### src/rtl/servo_pkg.sv
// ============================================================================
// Module : servo_pkg
// Brief  : Shared widths and channel indices for the servo PWM driver.
// Rev    : 1.0  initial release
// ============================================================================
`default_nettype none

package servo_pkg;

    localparam int ANGLE_W  = 24;
    localparam int NUM_CH   = 3;

    localparam int SHOULDER = 0;
    localparam int ELBOW    = 1;
    localparam int BASE     = 2;

endpackage

`default_nettype wire

### src/rtl/servo_channel.sv
// ============================================================================
// Module : servo_channel
// Brief  : One servo channel: target clamp, per-frame slew register, PWM flop.
// Rev    : 1.0  initial release
// ============================================================================
`default_nettype none

module servo_channel
    import servo_pkg::*;
#(
    parameter int MIN_W   = 50_000,
    parameter int MAX_W   = 250_000,
    parameter int RESET_W = 150_000,
    parameter int STEP    = 1_000,
    parameter int CNT_W   = 21
) (
    input  logic               clk,
    input  logic               reset,
    input  logic [CNT_W-1:0]   cnt,
    input  logic               wrap,
    input  logic [ANGLE_W-1:0] target,
    output logic [ANGLE_W-1:0] width,
    output logic               pwm,
    output logic               match
);

    localparam int CMP_W = (CNT_W > ANGLE_W) ? CNT_W : ANGLE_W;

    localparam logic [ANGLE_W-1:0] C_MIN   = ANGLE_W'(MIN_W);
    localparam logic [ANGLE_W-1:0] C_MAX   = ANGLE_W'(MAX_W);
    localparam logic [ANGLE_W-1:0] C_RESET = ANGLE_W'(RESET_W);
    localparam logic [ANGLE_W-1:0] C_STEP  = ANGLE_W'(STEP);

    logic [ANGLE_W-1:0] w_tgt;
    logic [ANGLE_W-1:0] r_width;
    logic               r_pwm;
    logic [CMP_W-1:0]   w_cnt_x;
    logic [CMP_W-1:0]   w_width_x;

    always_comb begin
        w_tgt = target;
        if (target < C_MIN) begin
            w_tgt = C_MIN;
        end else if (target > C_MAX) begin
            w_tgt = C_MAX;
        end
    end

    assign w_cnt_x   = CMP_W'(cnt);
    assign w_width_x = CMP_W'(r_width);

    // Direction is decided first so the subtraction is always non-negative;
    // a full STEP move stays strictly inside [MIN_W, MAX_W].
    always_ff @(posedge clk) begin
        if (reset) begin
            r_width <= C_RESET;
            r_pwm   <= 1'b0;
        end else begin
            r_pwm <= (w_cnt_x < w_width_x);
            if (wrap) begin
                if (w_tgt > r_width) begin
                    if ((w_tgt - r_width) <= C_STEP) begin
                        r_width <= w_tgt;
                    end else begin
                        r_width <= r_width + C_STEP;
                    end
                end else if ((r_width - w_tgt) <= C_STEP) begin
                    r_width <= w_tgt;
                end else begin
                    r_width <= r_width - C_STEP;
                end
            end
        end
    end

    assign width = r_width;
    assign pwm   = r_pwm;
    assign match = (r_width == w_tgt);

endmodule

`default_nettype wire

### src/rtl/servo_pwm_driver.sv
// ============================================================================
// Module : servo_pwm_driver
// Brief  : Three-channel hobby-servo PWM generator with clamp and frame slew.
// Rev    : 1.0  initial release
// ============================================================================
`default_nettype none

module servo_pwm_driver
    import servo_pkg::*;
#(
    parameter int PERIOD  = 2_000_000,
    parameter int MIN_W   = 50_000,
    parameter int MAX_W   = 250_000,
    parameter int RESET_W = 150_000,
    parameter int STEP    = 1_000
) (
    input  logic               clk,
    input  logic               reset,
    input  logic [ANGLE_W-1:0] shoulder_angle,
    input  logic [ANGLE_W-1:0] elbow_angle,
    input  logic [ANGLE_W-1:0] base_angle,
    output logic [2:0]         pwm,
    output logic [ANGLE_W-1:0] shoulder_width,
    output logic [ANGLE_W-1:0] elbow_width,
    output logic [ANGLE_W-1:0] base_width,
    output logic               frame,
    output logic               settled
);

    localparam int               CNT_W  = $clog2(PERIOD);
    localparam logic [CNT_W-1:0] C_LAST = CNT_W'(PERIOD - 1);

    logic [CNT_W-1:0]   r_cnt;
    logic               r_frame;
    logic               w_wrap;
    logic [ANGLE_W-1:0] w_target [NUM_CH];
    logic [ANGLE_W-1:0] w_width  [NUM_CH];
    logic [NUM_CH-1:0]  w_pwm;
    logic [NUM_CH-1:0]  w_match;

    assign w_wrap = (r_cnt == C_LAST);

    always_ff @(posedge clk) begin
        if (reset) begin
            r_cnt   <= '0;
            r_frame <= 1'b0;
        end else begin
            r_cnt   <= w_wrap ? '0 : r_cnt + 1'b1;
            r_frame <= (r_cnt == '0);
        end
    end

    assign w_target[SHOULDER] = shoulder_angle;
    assign w_target[ELBOW]    = elbow_angle;
    assign w_target[BASE]     = base_angle;

    // All channels share one wrap strobe so they update on the same edge.
    for (genvar gi = 0; gi < NUM_CH; gi++) begin : g_chan
        servo_channel #(
            .MIN_W   (MIN_W),
            .MAX_W   (MAX_W),
            .RESET_W (RESET_W),
            .STEP    (STEP),
            .CNT_W   (CNT_W)
        ) u_channel (
            .clk    (clk),
            .reset  (reset),
            .cnt    (r_cnt),
            .wrap   (w_wrap),
            .target (w_target[gi]),
            .width  (w_width[gi]),
            .pwm    (w_pwm[gi]),
            .match  (w_match[gi])
        );
    end

    assign pwm            = w_pwm;
    assign shoulder_width = w_width[SHOULDER];
    assign elbow_width    = w_width[ELBOW];
    assign base_width     = w_width[BASE];
    assign frame          = r_frame;
    assign settled        = &w_match;

endmodule

`default_nettype wire
### config.mk
export PLATFORM = sky130hd
export DESIGN_NAME = servo_pwm_driver
export DESIGN_NICKNAME = d
export VERILOG_FILES = /design/src/rtl/servo_pkg.sv /design/src/rtl/servo_channel.sv /design/src/rtl/servo_pwm_driver.sv
export SDC_FILE = /design/constraint.sdc
export NUM_CORES = 1
export LEC_CHECK = 0
export ABC_AREA = 1
export CAP_MARGIN = 20
export CELL_PAD_IN_SITES_DETAIL_PLACEMENT = 1
export CELL_PAD_IN_SITES_GLOBAL_PLACEMENT = 2
export CORE_UTILIZATION = 28
export CTS_BUF_LIST = sky130_fd_sc_hd__clkbuf_8 sky130_fd_sc_hd__clkbuf_16
export CTS_CLUSTER_SIZE = 24
export DETAILED_ROUTE_END_ITERATION = 10
export GPL_TIMING_DRIVEN = 0
export PLACE_DENSITY_LB_ADDON = 0.2
export SETUP_SLACK_MARGIN = 0.15
export SYNTH_ARGS = -nofsm -noshare
export SYNTH_HDL_FRONTEND = slang
export SYNTH_SLANG_ARGS = --single-unit
### constraint.sdc
create_clock -name clk -period 4.2 [get_ports clk]
set_input_delay 0.84 -clock clk [delete_from_list [all_inputs] [get_ports clk]]
set_output_delay 0.84 -clock clk [all_outputs]
set_load 0.05 [all_outputs]
==> results of run 1 <==
critical path, stage by stage:
cell and delay [ps]:
buf_12 110, nor2_4 120, nor2_4 60, o211ai_1 190, nand3_1 120, a21o_4 250
nand2_8 120, clkinvlp_4 130, buf_12 160, nand2_8 80, inv_4 30, ha_4 280
nand2_4 60, inv_4 60, nand2_4 60, nor2_4 120, nand2_2 70, nor4_4 150
buf_4 180, nor3b_4 260, buf_6 200
cells by family (layout without fill, tap and decap cells):
kind of cell,after synthesis,in the layout,synth area share [%]
flops,97,97,9.79
compound gates,229,229,6.23
other cells,2,33,0.0379
xor+xnor,116,116,5.12
buf+inv,729,1112,14.1
fa+ha+maj,209,209,13.2
simple gates,2415,2417,51.5
sequential cells by signal (all words and copies together) (netlist names):
register                count
g_chan.u_channel.width     72
r_cnt                      21
g_chan.u_channel.pwm        3
frame                       1
how the worst max path moves through the flow:
stage	start	end	slack [ps]	depth (start not counted)
after CTS	elbow_angle[21]	settled	-540	21
final	elbow_angle[4]	settled	-300	21
after floorplan	shoulder_angle[21]	settled	-30	19
after detailed placement	elbow_angle[18]	settled	-3240	18
after global routing	elbow_angle[0]	settled	-390	25
after global placement	elbow_angle[20]	settled	-3250	18
synth_stat cells, drive strengths merged:
| cell type | count | area [um2] |
|---|---|---|
| a31oi | 5 | 31.3 |
| a41oi | 1 | 8.76 |
| clkinv | 11 | 41.3 |
| nor3b | 4 | 30.0 |
| o21ai | 63 | 315 |
| a211oi | 2 | 15.0 |
| nand4 | 88 | 551 |
| a21o | 2 | 15.0 |
| ha | 209 | 2620 |
| o311ai | 1 | 8.76 |
| a21oi | 134 | 678 |
| nand2 | 1453 | 5560 |
| nor4 | 21 | 131 |
| clkbuf | 39 | 149 |
| nor2 | 387 | 1600 |
| o221a | 1 | 11.3 |
| o211ai | 6 | 45.0 |
| o2111ai | 1 | 8.76 |
| xor2 | 110 | 963 |
| o31ai | 2 | 15.0 |
| nor3 | 55 | 275 |
| o21bai | 3 | 22.5 |
| buf | 29 | 163 |
| dfxtp | 97 | 1940 |
| nand3b | 9 | 67.6 |
| inv | 650 | 2440 |
| o21a | 3 | 22.5 |
| nand3 | 396 | 2000 |
| xnor2 | 6 | 52.6 |
| a21boi | 4 | 30.0 |
| o221ai | 1 | 8.76 |
| conb | 2 | 7.51 |
| or2 | 2 | 12.5 |
power groups by stage:
stage | sequential [mW] | combinational, mW | clock, mW
after floorplan | 0.952 | 0.306 | 0
after global placement | 0.951 | 0.539 | 0
after detailed placement | 0.951 | 0.542 | 0
after CTS | 0.930 | 0.606 | 0.954
after global routing | 0.931 | 0.770 | 0.982
final | 0.929 | 0.714 | 0.931
layer usage:
layer / routed length (um) / track usage (%) / up-vias / part of all wire [%]
met4: 3260 / 8.11 / 0 / 3.3
met1: 45200 / 34.9 / 12100 / 45
li1: - / - / 12700 / -
met3: 3230 / 2.13 / 134 / 3.2
met5: 0 / 0 / - / 0
met2: 48400 / 45.2 / 469 / 48
metrics by stage:
| stage | hold slack [ps] | setup slack, ps | area, um2 | cells | setup TNS [ps] |
|---|---|---|---|---|---|
| 3_5_place_dp | 442 | -3240 | 22800 | 4917 | -137610 |
| 6_report | 456 | -301 | 28600 | 5153 | -3660 |
| 3_3_place_gp | 430 | -3250 | 22800 | 4917 | -137370 |
| 4_1_cts | 462 | -536 | 25100 | 5036 | -23260 |
| 2_1_floorplan | 417 | -29.3 | 20100 | 3828 | -29.3 |
| 5_1_grt | 477 | -386 | 28600 | 5153 | -13340 |
final cells by class:
class                           instances  area, um2
Buffer                                 68        432
Sequential cell                        97       1940
Clock buffer                            9        225
Inverter                              661       2530
Clock inverter                          7       82.6
Tap cell                              940       1180
Multi-Input combinational cell       3004      18800
Timing Repair Buffer                  367       3430
Fill cell                            9481      41500
repair_timing:
| item | CTS | global route |
|---|---|---|
| gates resized for setup | 433 | 783 |
| cloned | 1 | 8 |
| pin swaps | 95 | 275 |
| setup buffers | 102 | 109 |
| endpoints found under the setup margin | 73 | 73 |
==> metrics.md, run 1 <==
| Metric | Value |
|---|---|
| Outcome | finished with violations |
| Failing checks | setup timing |
| Hold Path End | r_cnt[0]$_SDFF_PP0_ |
| Row count | 97 |
| Commonest non-fill, non-tap cell in the layout | nand2_1 |
| R2r setup slk | 380 ps |
| Worst slew pin tran | 1090 ps |
| RSZ-0062 raised after global routing | true |
| Syn Inst Count | 3797 |
| HP Start | r_cnt[0]$_SDFF_PP0_ |
| Post-layout min period | 4500 ps |
| Antenna violations before repair | 0 |
| Total power | 2.57 mW |
| Reg2reg end | g_chan[0].u_channel.width[16]$_SDFFE_PP0P_ |
| CTS clk-pin slew, worst paths | around 80 ps |
| # diodes | 0 |
| Layout cells sized above 1 | 24.4% |
| Max Cap Violations | 0 |
| CTS sink cnt | 97 |
| Layout area overhead | 44.1% |
| DRT iter0 DRCs | 1344 |
| Post-Syn Area | 19800 um2 |
| Element type at the critical path end | output port |
| Tot GR Track Use | 26.4% |
| Clk Tree Root Cell | clkbuf_16 |
| Vias/cell | 4.91 |
| Worst skew pair latency | 410 ps |
| PD cells | 90.1 nW/um2 |
| Fin nets | 4491 |
| Pin count of the biggest net entering global routing | 21 |
| Routed wire per std cell | around 19 um |
| Comb pwr share | 27.7% |
| Synthesized area per cell | roughly 5.2 um2 |
| Die ar. | 71900 um2 |
| Antenna viol nets, final | 0 |
| Die extent in y | 268 um |
| Initial Util | 28.3% |
| Synth unique cells | 47 |
| Hold Path Depth | 1 |
| Setup violators final | 46 |
| Clock skew | 20.7 ps |
| Internal power | 1.60 mW |
| First-pass GRT wire length | 144 mm |
| Sw frac | 37.7% |
| Sequential-to-total area share from yosys stat | 9.79% |
| TritonCTS buffer count | 9 |
| Vias in the first global route | between 20000 and 25000 |
| CTS Buffer Depth | 2 |
| Clock tree from TritonCTS | built |
| DIE WIDTH | 268 um |
| Fmax achieved | 0.222 GHz |
| Commonest cells after routing, fill and taps aside | 1185 x nand2_1, 566 x inv_1, 294 x nand3_1 |
| Critical path peak fanout | 5 |
| Switching Power | 0.971 mW |
| Pre-antenna DRT Iters | 6 |
| CORE AREA | 70000 um2 |
| Fin. Hold Viols | 0 |
| Final worst path period share | 107% |
| Seq pwr share | 36.1% |
| CTS hold repair buffers | 0 |
| #FFs+latches synth | 97 |
| CP Class | in2out |
| VDD IR-drop max | 0.212 mV |
| Hold crit path type | reg2reg |
| Leak | 14.6 nW |
| Grt ovf | 0 |
| CP arrival | 3660 ps |
| Slew headroom | between 20% and 30% |
| R2R Path Start | r_cnt[1]$_SDFF_PP0_ |
| Crit path launch type | input pin |
| Port bufs | 149 |
| Drt drc | 0 |
| Final WS setup | -301 ps |
| Ports | 151 |
| Vias | 25300 |
| DPL Wire Length | 80.2 mm |
| Worst r2r path cells | 11 |
| Worst EP required | approximately 3400 ps |
| Clock Power Share | 36.2% |
| Ys Warns | 0 |
| Max Transition Viols Final | 0 |
| H-Tree Depth | 3 |
| Drt total wl | 100 mm |
| GP Congestion | 0.921 |
| Final core occ | between 40% and 50% |
Note: power is estimated with default switching activity, not from simulation.
==> run 2, diff against run 1 <==
- ABC_AREA: 1 -> not set
- CORE_UTILIZATION: 28 -> 31
==> run 2 against run 1 <==
The flow still finishes with violations (setup timing). Maximum frequency down 21%. Synthesized cell count fell by 36%. Cell count is 31% lower. First-iteration DRC count grew 17%. Count of clock-buffer cells in the layout unchanged. Final area fell by 9.6%. Global-route usage grew 5.1 points. Via count shrank 16%. Largest power group is now registers.
==> metrics.md, run 2 <==
| Metric | Value |
|---|---|
| CP Class | in2reg |
| Layout cells sized above 1 | 30.5% |
| CP max stage delay | 550 ps |
| Failing checks | setup timing |
| Area occupied by multi-input gates | 16900 um2 |
| Post-Syn Area | ~17000 um2 |
| Prevailing post-synth register cell | dfxtp_1 |
| PD cells | 108 nW/um2 |
| Pin count of the biggest net entering global routing | 20 |
| Die ar. | 55100 um2 |
| Post-synth top area share | between 10% and 20% |
| Cell with the most instances after synthesis | a21oi_1 |
| Max Cap Violations | 0 |
| Final std cells w/o fill | 3580 |
| Clk Tree Root Cell | clkbuf_16 |
| Commonest cells after routing, fill and taps aside | 208 x buf_4, 175 x ha_1, 170 x nand2_1 |
| Adder-Cell Fraction of Synth Area | between 10% and 20% |
| Grt ovf | 0 |
| Leak | 10.6 nW |
| Worst skew pair latency | 400 ps |
| CTS clk-pin slew, worst paths | about 80 ps |
| Synth unique cells | 101 |
| Fmax achieved | approximately 0.17 GHz |
| Crit path launch type | input pin |
| Row count | 84 |
| Synth top area cells | ha_1 16%, dfxtp_1 12%, a21oi_1 7.2%, nand2_1 4.7%, o21ai_0 4.6% |
| Synth Area in Simple Gates | approximately a quarter |
| DIE WIDTH | between 200 and 250 um |
| DPL Wire Length | 67.8 mm |
| Syn Inst Count | 2427 |
| Clock skew | 16.2 ps |
| Worst EP required | 4420 ps |
| Placed Cells | 3298 |
| R2R Path Start | r_cnt[1]$_SDFF_PP0_ |
| FFs w/ async S/R, synth | 0% |
| Fin nets | between 3000 and 4000 |
| HP Start | g_chan[0].u_channel.width[23]$_SDFFE_PP0P_ |
| Slew headroom | between 10% and 20% |
| Dpl ws | -3080 ps |
| Crit-path cells | buf_6, o41a_1, o31ai_2, nand2_1, a21oi_2, nor3_2, or2_4, o21bai_4, inv_1, ha_4, buf_2, a21oi_2, o21ai_0, o21ai_0, a222oi_1, and4_1, o2111ai_4, o31ai_4, buf_6, o22ai_2, o31ai_1, a221oi_1 |
| Outcome | finished with violations |
| Commonest cells post-synth | 243 x a21oi_1, 212 x nand2_1, 209 x ha_1, 192 x nor2_1, 182 x inv_1 |
| Post-layout min period | 5730 ps |
| Total area of sequential cells | 1940 um2 |
| Number of enable flip-flop cells after synthesis | 0 |
| Antenna viol nets, final | 0 |
| Vias/cell | about 6.0 |
| Routed wire per std cell | 25.5 um |
| Layout area overhead | 53.8% |
| Tot GR Track Use | 31.5% |
| Synth area leader | ha_1 |
| Critical path peak fanout | 10 |
| #FFs+latches synth | 97 |
| Final core occ | 48.7% |
| Pre-antenna DRT Iters | 5 |
| Synthesized area per cell | 6.92 um2 |
| Commonest non-fill, non-tap cell in the layout | buf_4 |
| Setup violators final | 73 |
| Die extent in y | 235 um |
| DRT iter0 DRCs | 1578 |
| Worst slew pin tran | 1230 ps |
| Final worst path period share | 136% |
| Max Transition Viols Final | 0 |
| Sequential-to-total area share from yosys stat | roughly 12% |
| Largest family of logic cells by synthesized area | compound AO/OA/AOI/OAI gates |
| Final WS setup | -1530 ps |
| H-Tree Depth | 3 |
| Vias in the first global route | 21700 |
| Port bufs | 149 |
| Multiplexer share of the synthesized area | 1.09% |
| Hold crit path type | reg2reg |
| CTS sink cnt | 97 |
| Fin. Hold Viols | 0 |
| Antenna violations before repair | 0 |
| CTS Buffer Depth | 2 |
| Smallest hold slack | about 540 ps |
| Start point of the critical path | shoulder_angle[0] |
| First-pass GRT wire length | 135 mm |
| Ys Warns | 0 |
| # diodes | 0 |
| Clock tree from TritonCTS | built |
| Xor and xnor area share after synthesis | 5.63% |
| Drt drc | 0 |
| Total power | 2.78 mW |
| GP Congestion | 0.938 |
| Element type at the critical path end | flop |
| Drt total wl | 91.5 mm |
| Worst path slowest cell | a222oi_1 |
| CP arrival | 5950 ps |
| TritonCTS buffer count | 9 |
| Ports | 151 |
| Vias | 21300 |
| Number of flip-flops in the largest register | 72 |
| # fillers | 6313 |
| VDD IR-drop max | 0.231 mV |
| RSZ-0062 raised after global routing | true |
| Compound-Gate Fraction of Synth Area | 34.6% |
| Initial Util | a little under a third |
| CORE AREA | 53100 um2 |
[run 2: area by class of cell]
cell class | count | share of cell area, %
Inverter | 183 | 2.78
Tap cell | 688 | 3.33
Sequential cell | 97 | 7.51
Buffer | 124 | 3.98
Timing Repair Buffer | 417 | 15.7
Clock buffer | 9 | 0.872
Multi-Input combinational cell | 2055 | 65.5
Clock inverter | 7 | 0.281
[run 2: repair_timing]
item / 4_1_cts / 5_1_grt
pin swaps: 186 / 151
gates resized for setup: 573 / 193
cloned: 14 / 1
endpoints found under the setup margin: 73 / 73
setup buffers: 180 / 70
hold buffers: 0 / 0
[run 2: kinds of logic (layout without fill, tap and decap cells)]
kind of cell             count (synthesis)  count (layout)
AO/OA/AOI/OAI                          872             873
AND/OR/NAND/NOR                        815             815
buffers and inverters                  307             740
adder cells (fa/ha/maj)                209             209
XOR/XNOR                               108             108
flip-flops                              97              97
multiplexers                            17              17
other                                    2              33
[run 2: power breakdown]
| group | internal, mW | leakage, nW | switching [mW] |
|---|---|---|---|
| clock | 0.422 | 0.143 | 0.494 |
| combinational | 0.401 | 9.72 | 0.513 |
| sequential | 0.927 | 0.785 | 0.0202 |
| total | 1.75 | 10.6 | 1.03 |
[run 2: critical path: cells and delay by family]
family / cells / cell delay (ps)
simple gates: 4 / 790
fa+ha+maj: 1 / 310
compound gates: 13 / 3340
buf+inv: 4 / 660
[run 2: worst paths after layout]
kind,cells after the start,slack [ps],to
worst max-delay path,22,-1530,g_chan[0].u_channel.width[9]$_SDFFE_PP0P_
worst min-delay path,2,540,g_chan[0].u_channel.width[23]$_SDFFE_PP0P_
worst max register to register,9,-440,g_chan[2].u_channel.width[14]$_SDFFE_PP1P_
worst min register to register,2,540,g_chan[0].u_channel.width[23]$_SDFFE_PP0P_
[run 2: routing by layer]
metal | up-vias | GRT usage [%] | routed length, um
li1 | 9836 | - | -
met1 | 10700 | 40.3 | 39900
met2 | 645 | 54.2 | 43900
met3 | 180 | 3.41 | 4100
met4 | 0 | 12.0 | 3650
met5 | - | 0 | 0
[run 2: per-stage QoR]
stage                     TNS [ps]  cell area (um2)
after global placement     -196890            20200
after floorplan             -52390            17800
after CTS                   -79560            24400
final                       -87980            25800
after detailed placement   -196470            20200
after global routing        -98760            25800
